$ cat src/rtl/addsub_arb_pkg.sv
// Shared definitions for the round-robin arbitrated adder/subtractor.
// Holds default widths, operation encodings and a width helper.
package addsub_arb_pkg;

  localparam int DEF_N    = 4;
  localparam int DEF_NREQ = 4;

  localparam logic OP_ADD = 1'b0;
  localparam logic OP_SUB = 1'b1;

  function automatic int clog2(input int value);
    int result;
    result = 0;
    while ((1 << result) < value) begin
      result = result + 1;
    end
    return result;
  endfunction

endpackage

$ cat src/rtl/adder_substractor.sv
// n-bit two's-complement adder/subtractor: add_n=1 computes x - y
// by inverting y and injecting a carry.
module adder_substractor #(
  parameter int n = 4
) (
  input  logic [n-1:0] x,
  input  logic [n-1:0] y,
  input  logic         add_n,
  output logic [n-1:0] s,
  output logic         cout,
  output logic         overflow
);

  logic [n-1:0] yInv;
  logic [n:0]   sumFull;

  assign yInv     = y ^ {n{add_n}};
  assign sumFull  = {1'b0, x} + {1'b0, yInv} + {{n{1'b0}}, add_n};
  assign s        = sumFull[n-1:0];
  assign cout     = sumFull[n];
  assign overflow = (x[n-1] & yInv[n-1] & ~sumFull[n-1]) |
                    (~x[n-1] & ~yInv[n-1] & sumFull[n-1]);

endmodule

$ cat src/rtl/addsub_rr_arbiter_rr_pick.sv
// Rotating priority encoder: finds the first set request at or after ptr,
// wrapping around, and reports it as one-hot and as an index.
module rr_pick
  import addsub_arb_pkg::*;
#(
  parameter int NREQ = DEF_NREQ,
  parameter int IDW  = clog2(NREQ)
) (
  input  logic [NREQ-1:0] req,
  input  logic [IDW-1:0]  ptr,
  output logic [NREQ-1:0] onehot,
  output logic [IDW-1:0]  idx,
  output logic            any
);

  logic [IDW-1:0] cand;

  // Scan from the farthest offset back to ptr so the nearest request wins.
  always_comb begin
    idx  = '0;
    any  = 1'b0;
    cand = '0;
    for (int k = NREQ - 1; k >= 0; k--) begin
      cand = IDW'((int'(ptr) + k) % NREQ);
      if (req[cand]) begin
        idx = cand;
        any = 1'b1;
      end
    end
    onehot = any ? (NREQ'(1) << idx) : '0;
  end

endmodule

$ cat src/rtl/addsub_rr_arbiter.sv
// One shared adder/subtractor serving NREQ requesters through a round-robin
// arbiter, with a registered valid/ready response carrying the winner's ID.
module addsub_rr_arbiter
  import addsub_arb_pkg::*;
#(
  parameter int N    = DEF_N,
  parameter int NREQ = DEF_NREQ,
  parameter int IDW  = clog2(NREQ)
) (
  input  logic              clk,
  input  logic              reset,
  input  logic [NREQ-1:0]   req,
  input  logic [NREQ*N-1:0] req_x,
  input  logic [NREQ*N-1:0] req_y,
  input  logic [NREQ-1:0]   req_add_n,
  output logic [NREQ-1:0]   gnt,
  output logic              rsp_valid,
  input  logic              rsp_ready,
  output logic [IDW-1:0]    rsp_id,
  output logic [N-1:0]      rsp_s,
  output logic              rsp_cout,
  output logic              rsp_overflow
);

  logic [IDW-1:0]  ptr_q, ptr_d;
  logic            rspValid_q, rspValid_d;
  logic [IDW-1:0]  rspId_q;
  logic [N-1:0]    rspS_q;
  logic            rspCout_q, rspOvf_q;

  logic [NREQ-1:0] pickOnehot;
  logic [IDW-1:0]  pickIdx;
  logic            pickAny;
  logic            slotFree, grantEn;
  logic [N-1:0]    selX, selY, sumS;
  logic            selAddN, sumCout, sumOvf;

  rr_pick #(.NREQ(NREQ), .IDW(IDW)) uPick (
    .req    (req),
    .ptr    (ptr_q),
    .onehot (pickOnehot),
    .idx    (pickIdx),
    .any    (pickAny)
  );

  // Reset doubles as a stall so nothing is accepted while it is held.
  assign slotFree = !rspValid_q || rsp_ready;
  assign grantEn  = slotFree && pickAny && !reset;
  assign gnt      = grantEn ? pickOnehot : '0;

  always_comb begin
    selX    = '0;
    selY    = '0;
    selAddN = OP_ADD;
    for (int i = 0; i < NREQ; i++) begin
      if (pickIdx == IDW'(i)) begin
        selX    = req_x[i*N +: N];
        selY    = req_y[i*N +: N];
        selAddN = req_add_n[i];
      end
    end
  end

  adder_substractor #(.n(N)) uAddSub (
    .x        (selX),
    .y        (selY),
    .add_n    (selAddN),
    .s        (sumS),
    .cout     (sumCout),
    .overflow (sumOvf)
  );

  always_comb begin
    ptr_d      = ptr_q;
    rspValid_d = rspValid_q;
    if (grantEn) begin
      ptr_d      = (int'(pickIdx) == NREQ - 1) ? '0 : pickIdx + 1'b1;
      rspValid_d = 1'b1;
    end else if (rsp_ready) begin
      rspValid_d = 1'b0;
    end
  end

  always_ff @(posedge clk) begin
    if (reset) begin
      ptr_q      <= '0;
      rspValid_q <= 1'b0;
      rspId_q    <= '0;
      rspS_q     <= '0;
      rspCout_q  <= 1'b0;
      rspOvf_q   <= 1'b0;
    end else begin
      ptr_q      <= ptr_d;
      rspValid_q <= rspValid_d;
      if (grantEn) begin
        rspId_q   <= pickIdx;
        rspS_q    <= sumS;
        rspCout_q <= sumCout;
        rspOvf_q  <= sumOvf;
      end
    end
  end

  assign rsp_valid    = rspValid_q;
  assign rsp_id       = rspId_q;
  assign rsp_s        = rspS_q;
  assign rsp_cout     = rspCout_q;
  assign rsp_overflow = rspOvf_q;

endmodule

$ cat config.mk
export PLATFORM = sky130hd
export DESIGN_NAME = addsub_rr_arbiter
export DESIGN_NICKNAME = d
export VERILOG_FILES = /design/src/rtl/addsub_arb_pkg.sv /design/src/rtl/adder_substractor.sv /design/src/rtl/addsub_rr_arbiter_rr_pick.sv /design/src/rtl/addsub_rr_arbiter.sv
export SDC_FILE = /design/constraint.sdc
export NUM_CORES = 1
export LEC_CHECK = 0
export ABC_AREA = 1
export CELL_PAD_IN_SITES_DETAIL_PLACEMENT = 0
export CELL_PAD_IN_SITES_GLOBAL_PLACEMENT = 1
export CORE_MARGIN = 2
export CORE_UTILIZATION = 25
export DETAILED_ROUTE_END_ITERATION = 10
export GPL_TIMING_DRIVEN = 0
export PLACE_DENSITY = 0.77
export SLEW_MARGIN = 10
export SYNTH_ARGS = -nofsm -noshare
export SYNTH_HDL_FRONTEND = slang
export SYNTH_HIERARCHICAL = 1
export SYNTH_SLANG_ARGS = --single-unit
$ cat constraint.sdc
create_clock -name clk -period 5.6 [get_ports clk]
set_input_delay 1.12 -clock clk [delete_from_list [all_inputs] [get_ports clk]]
set_output_delay 1.12 -clock clk [all_outputs]
set_load 0.01 [all_outputs]
### Word-level counts from Yosys, hierarchy flattened

Index checks and enable logic that the tools add are counted.

| storage, ports and cells | value |
|---|---|
| input port bits | 43 |
| output and inout port bits | 13 |
| word-level logic and storage cells | 70 |
| bits in registers | 11 |

| cells by class | value |
|---|---|
| bitwise logic cells | 9 |
| add/sub/neg operators | 6 |
| reduce and logical (&&, ||, !) cells | 7 |
| shifts and indexed selects | 1 |
| muxes and demuxes | 33 |
| $lt $le $gt $ge | 4 |
| equality and inequality tests | 4 |

Operator list:

| operator | number |
|---|---|
| two-way mux 4 bit | 10 |
| two-way mux 1 bit | 14 |
| less-than comparator 2 x 3 -> 1 bit (second input constant) | 4 |
| two-way mux 2 bit | 5 |
| binary-select mux 1 bit (select 2 bit) | 4 |
| adder 4 x 4 -> 5 bit | 1 |
| adder 5 x 1 -> 5 bit | 1 |
| adder 2 x 1 -> 2 bit (second input constant) | 2 |
| adder 2 bit (second input constant) | 2 |
| AND 1 bit | 4 |
| == test 2 x 1 -> 1 bit (second input constant) | 2 |
| == test 2 bit (second input constant) | 2 |
| << shifter 1 x 2 -> 4 bit (first input constant) | 1 |
| XOR 4 bit | 1 |
| inverter 1 bit | 3 |
| logical AND 1 bit | 2 |
| logical NOT 1 bit | 2 |
| logical NOT 2 bit | 1 |
| nonzero test 2 bit | 1 |
| logical OR 1 bit | 1 |
| OR 1 bit | 1 |

### Longest topological paths before layout

| depth | value |
|---|---|
| word-level depth | 18 |
| depth in mapped cells | 28 |
| depth with buffers taken out | 27 |

### Hierarchy

Netlist, hierarchy kept.

Modules (own cells, without submodules):

| module | instances | sequential area each (um^2) | area an instance (um^2) | cells an instance |
|---|---|---|---|---|
| addsub_rr_arbiter | 1 | 220.2 | 855.8 | 149 |
| rr_pick | 1 | 0.0 | 257.7 | 58 |
| adder_substractor | 1 | 0.0 | 221.5 | 32 |

### Least setup slack after synthesis

No wires, ideal clock.

| timing path | value |
|---|---|
| kind | input-to-reg |
| start point | input port req[1] |
| end point | register rspOvf_q, in the netlist rsp_overflow |
| library setup time | 0.070 ns |
| required time | 5.530 ns |
| stages | 28 |
| setup slack | 1.839 ns |
| arrival | 3.691 ns |
| path buffers | 2 |
| cells stage by stage | inv_1 nand2_1 nand3_1 nand2_1 inv_2 nor2_1 nor2_1 nand2_1 nand2_2 inv_2 inv_1 ha_1 buf_2 buf_2 a21oi_1 nand2_1 nand2_1 xor2_1 ha_1 nand2_1 clkinv_1 nand2_2 nand2_2 nand2_2 nand3_1 nand2_1 nand2_1 a21oi_1 |

| on the way | value |
|---|---|
| cells in the longest elaborated chain, start to end | 17 |
| elaborated cells between the ends (all ways) | 45 |
| classes of those cells | add/sub (2); eq/ne (3); mux (28); bitwise (9); reduce/logical (3) |

RTL lines:

| item | line | text |
|---|---|---|
| start, declared | addsub_rr_arbiter.sv:12 | `input logic [NREQ-1:0] req,` |
| binary-select mux 1 bit (select 2 bit) | addsub_rr_arbiter_rr_pick.sv:25 | `if (req[cand]) begin` |
| two-way mux 1 bit (not written as such) | addsub_rr_arbiter_rr_pick.sv:25 |  |
| two-way mux 2 bit (3 in series) | addsub_rr_arbiter_rr_pick.sv:25 |  |
| two-way mux 2 bit * | addsub_rr_arbiter_rr_pick.sv:25 |  |
| net pickIdx[0] | addsub_rr_arbiter.sv:32 | `logic [IDW-1:0] pickIdx;` |
| logical NOT 2 bit | addsub_rr_arbiter.sv:56 | `if (pickIdx == IDW'(i)) begin` |
| two-way mux 1 bit (3 in series) | addsub_rr_arbiter.sv:56 |  |
| two-way mux 1 bit * | addsub_rr_arbiter.sv:56 |  |
| net selAddN | addsub_rr_arbiter.sv:36 | `logic selAddN, sumCout, sumOvf;` |
| XOR 4 bit | adder_substractor.sv:17 | `assign yInv = y ^ {n{add_n}};` |
| adder 4 x 4 -> 5 bit | adder_substractor.sv:18 | `assign sumFull = {1'b0, x} + {1'b0, yInv} + {{n{1'b0}}, add_n};` |
| adder 5 x 1 -> 5 bit | adder_substractor.sv:18 |  |
| inverter 1 bit | adder_substractor.sv:21 | `assign overflow = (x[n-1] & yInv[n-1] & ~sumFull[n-1]) \|` |
| AND 1 bit | adder_substractor.sv:21 |  |
| OR 1 bit * | adder_substractor.sv:21 |  |
| net sumOvf | addsub_rr_arbiter.sv:36 |  |
| end signal, assigned | addsub_rr_arbiter.sv:99 | `rspOvf_q <= sumOvf;` |
| end, declared | addsub_rr_arbiter.sv:29 | `logic rspCout_q, rspOvf_q;` |

The timed path passes the listed nets; every way through them passes the cells marked *. The select of a mux whose other input is x is not followed.
A chain may end at the register's enable or synchronous reset.

### Worst setup path after layout

| timing path | value |
|---|---|
| start point | input port req[1] |
| end point | output port gnt[3] |

| on the way | value |
|---|---|
| cells in the longest elaborated chain, start to end | 9 |
| elaborated cells between the ends (all ways) | 21 |
| classes of those cells | shift (1); mux (18); reduce/logical (2) |

RTL lines:

| item | line | text |
|---|---|---|
| binary-select mux 1 bit (select 2 bit) | addsub_rr_arbiter_rr_pick.sv:25 |  |
| two-way mux 1 bit (not written as such) | addsub_rr_arbiter_rr_pick.sv:25 |  |
| two-way mux 1 bit (3 in series) | addsub_rr_arbiter_rr_pick.sv:25 |  |
| two-way mux 1 bit * | addsub_rr_arbiter_rr_pick.sv:25 |  |
| net pickAny | addsub_rr_arbiter.sv:33 | `logic pickAny;` |
| logical AND 1 bit (2 in series) | addsub_rr_arbiter.sv:48 | `assign grantEn = slotFree && pickAny && !reset;` |
| two-way mux 4 bit * | addsub_rr_arbiter.sv:49 | `assign gnt = grantEn ? pickOnehot : '0;` |
| end, declared | addsub_rr_arbiter.sv:16 | `output logic [NREQ-1:0] gnt,` |

Marked as above.

==> key figures <==
Clocking
  • Max clock buf depth: 2
  • CTS tree: done
  • # Post-CTS Setup Buffers: 0
  • TritonCTS Buffers: 3
  • Clk_lat worst skew: 0.23 ns
  • Worst-path clk slew: 0.05 ns
  • PostCTS Resize Cnt: 0
  • Clock sinks: 11
  • H-tree levels: 1
  • CTS Root Cell: clkbuf_8
  • Cts hold-fix bufs: 0

Global route
  • GRT Util Overall: 11.8%
  • Total congestion overflow: 0
  • Largest net degree at the start of global routing: 11
  • Global-route wire length before repair: 5980 um
  • Antenna violations before repair: 0
  • Number of global-route vias before repair: 1,443

Routing
  • Drt total wl: 3370 um
  • DR vias: 1,546
  • Pre-antenna DRT Iters: 4
  • Antenna Nets Post-Route: 0
  • Routed wire per std cell: 9.19 um
  • Drt drc: 0
  • Vias/cell: 4.21
  • Iter 0 DRT Violations: 41

Synthesis
  • EDFF count, synth: 0
  • Post-synthesis sequential area ratio: 16.5%
  • Syn Inst Count: 239
  • Asr flop ratio synth: 0%
  • Number of synthesized register bits: 11
  • Synth area leaders: nand2_1 24%, dfxtp_1 16%, a21oi_1 10%, inv_1 9.0%, ha_1 7.5%
  • Top_reg_cell synth: dfxtp_1
  • Mapped Area: 0.00134 mm2
  • Yosys cell types: 25
  • Syn. warnings: 6
  • Syn Area/Cell: 5.59 um2
  • Post-synth top area share: 23.9%
  • Syn_nets: 291
  • Post-synth top area cell: nand2_1

Timing
  • Relative slew slack: 76.2%
  • Setup TNS Final: 0 ns
  • Final hold viol count: 0
  • RSZ-0062 raised after global routing: no
  • Period utilization: 79.6%
  • Worst-Margin Slew: 0.357 ns
  • Slew Limit Fails: 0
  • # setup viols final: 0
  • Skew final: 0.00256 ns
  • Fmax: 224 MHz
  • Tmin final: 4.46 ns

Critical path
  • Critical path fanouts, max: 8
  • CP startpoint kind: primary input
  • CP required: 4.48 ns
  • Slowest-stage cell, CP: clkdlybuf4s50_1
  • Worst-path cell chain: clkdlybuf4s50_1, inv_1, nand2_1, nand3_1, nand2_1, inv_2, nand4_1, inv_1, a21oi_4, nand2_1, nor2_1, clkdlybuf4s50_1
  • Crit path kind: primary input to output pin
  • Critical path's largest stage delay: 0.54 ns
  • CP arrival: 3.34 ns
  • Crit. End Element: output pin
  • Top cell by count, worst path: nand2_1

Layout
  • Most common cell after layout, fill and taps aside: nand2_1
  • Post-Layout Cell Count: 367
  • Most frequent cells in the layout: 85 x nand2_1, 54 x clkdlybuf4s50_1, 32 x inv_1
  • Diode count: 0
  • Syn-to-layout area delta: 50.4%
  • Share of post-route cells with drive strength above 1: 10.8%
  • Fillers: 606
  • Fin util: 39.1%
  • NumNets Final: 350

Placement
  • Gpl congestion: 0.806
  • Dpl hpwl: 2920 um
  • Placed cells: 363
  • Port bufs: 54

Run status
  • Status: completed

Worst hold path
  • HP Class: flop to flop

Die
  • Initial Utilization: 26.0%
  • # IOs: 56
  • Full die area: 0.00594 mm2
  • Die Y: 77.1 um
  • FP Rows: 26
  • Die width: 77.1 um
  • Core footprint: 0.00514 mm2

Job
  • Max Cap Viol: 0
[area by class of cell]
cell class / count / area (um2) / share of cell area [%]
Timing Repair Buffer: 54 / 541 / 26.9
Clock buffer: 4 / 45.0 / 2.24
Buffer: 8 / 47.5 / 2.37
Sequential cell: 11 / 220 / 11.0
Tap cell: 70 / 87.6 / 4.36
Inverter: 39 / 146 / 7.29
Multi-Input combinational cell: 181 / 921 / 45.9
[stage by stage]
step	cell area [um2]	setup slack, ns	hold slack (ns)
after floorplan	1340	1.84	0.487
after global placement	1960	0.954	0.460
after detailed placement	1960	0.942	0.456
after CTS	2010	1.11	0.464
after global routing	2010	0.711	0.493
final	2010	1.14	0.462
[kinds of logic (layout without fill, tap and decap cells)]
family	after synthesis	in the layout	share of synthesized area [%]
buffers and inverters	47	105	14.5
DFF	11	11	16.5
xor gates and xnor gates	5	5	3.28
AOI/OAI and AO/OA	34	34	14.6
and+or+nand+nor	133	133	42.1
adders and majority gates	9	9	9.00
[final timing paths]
path | cells after the start | from | slack, ns | end
worst max-delay path | 12 | req[1] | 1.14 | gnt[3]
worst min-delay path | 2 | rsp_overflow$_SDFFE_PP0P_ | 0.46 | rsp_overflow$_SDFFE_PP0P_
worst max register to register | 26 | ptr_q[0]$_SDFFE_PP0P_ | 2.00 | rsp_overflow$_SDFFE_PP0P_
worst min register to register | 2 | rsp_overflow$_SDFFE_PP0P_ | 0.46 | rsp_overflow$_SDFFE_PP0P_
[critical path, delay by kind of cell]
kind	cells	cell delay, ns
compound gates	1	0.22
simple gates	6	0.77
buf+inv	5	1.22
[flip-flops by register name, summed over array words and instances, names as in the netlist]
name,count
rsp_s,4
ptr_q,2
rsp_id,2
rsp_cout,1
rsp_overflow,1
rsp_valid,1
[metal layers]
layer	vias to the layer above	routed length (um)	track usage, %
met5	-	0	0
met4	0	0	0.536
li1	853	-	-
met3	0	153	3.18
met2	30	1720	22.8
met1	663	1500	13.5
[cells in the mapped netlist, types with 2 or more instances]
cell type / count
buf_2: 5
nand2_2: 12
o21ai_1: 2
inv_1: 32
a21oi_1: 27
nor2_1: 14
dfxtp_1: 11
nand3_1: 18
clkinv_1: 2
nand4_1: 2
xor2_1: 4
nand2_1: 85
inv_2: 5
ha_1: 8
nor2_2: 2
Power is left out: the tool's default activity adds up to more than one toggle a clock period on the data nets, which glitch-free logic cannot reach.
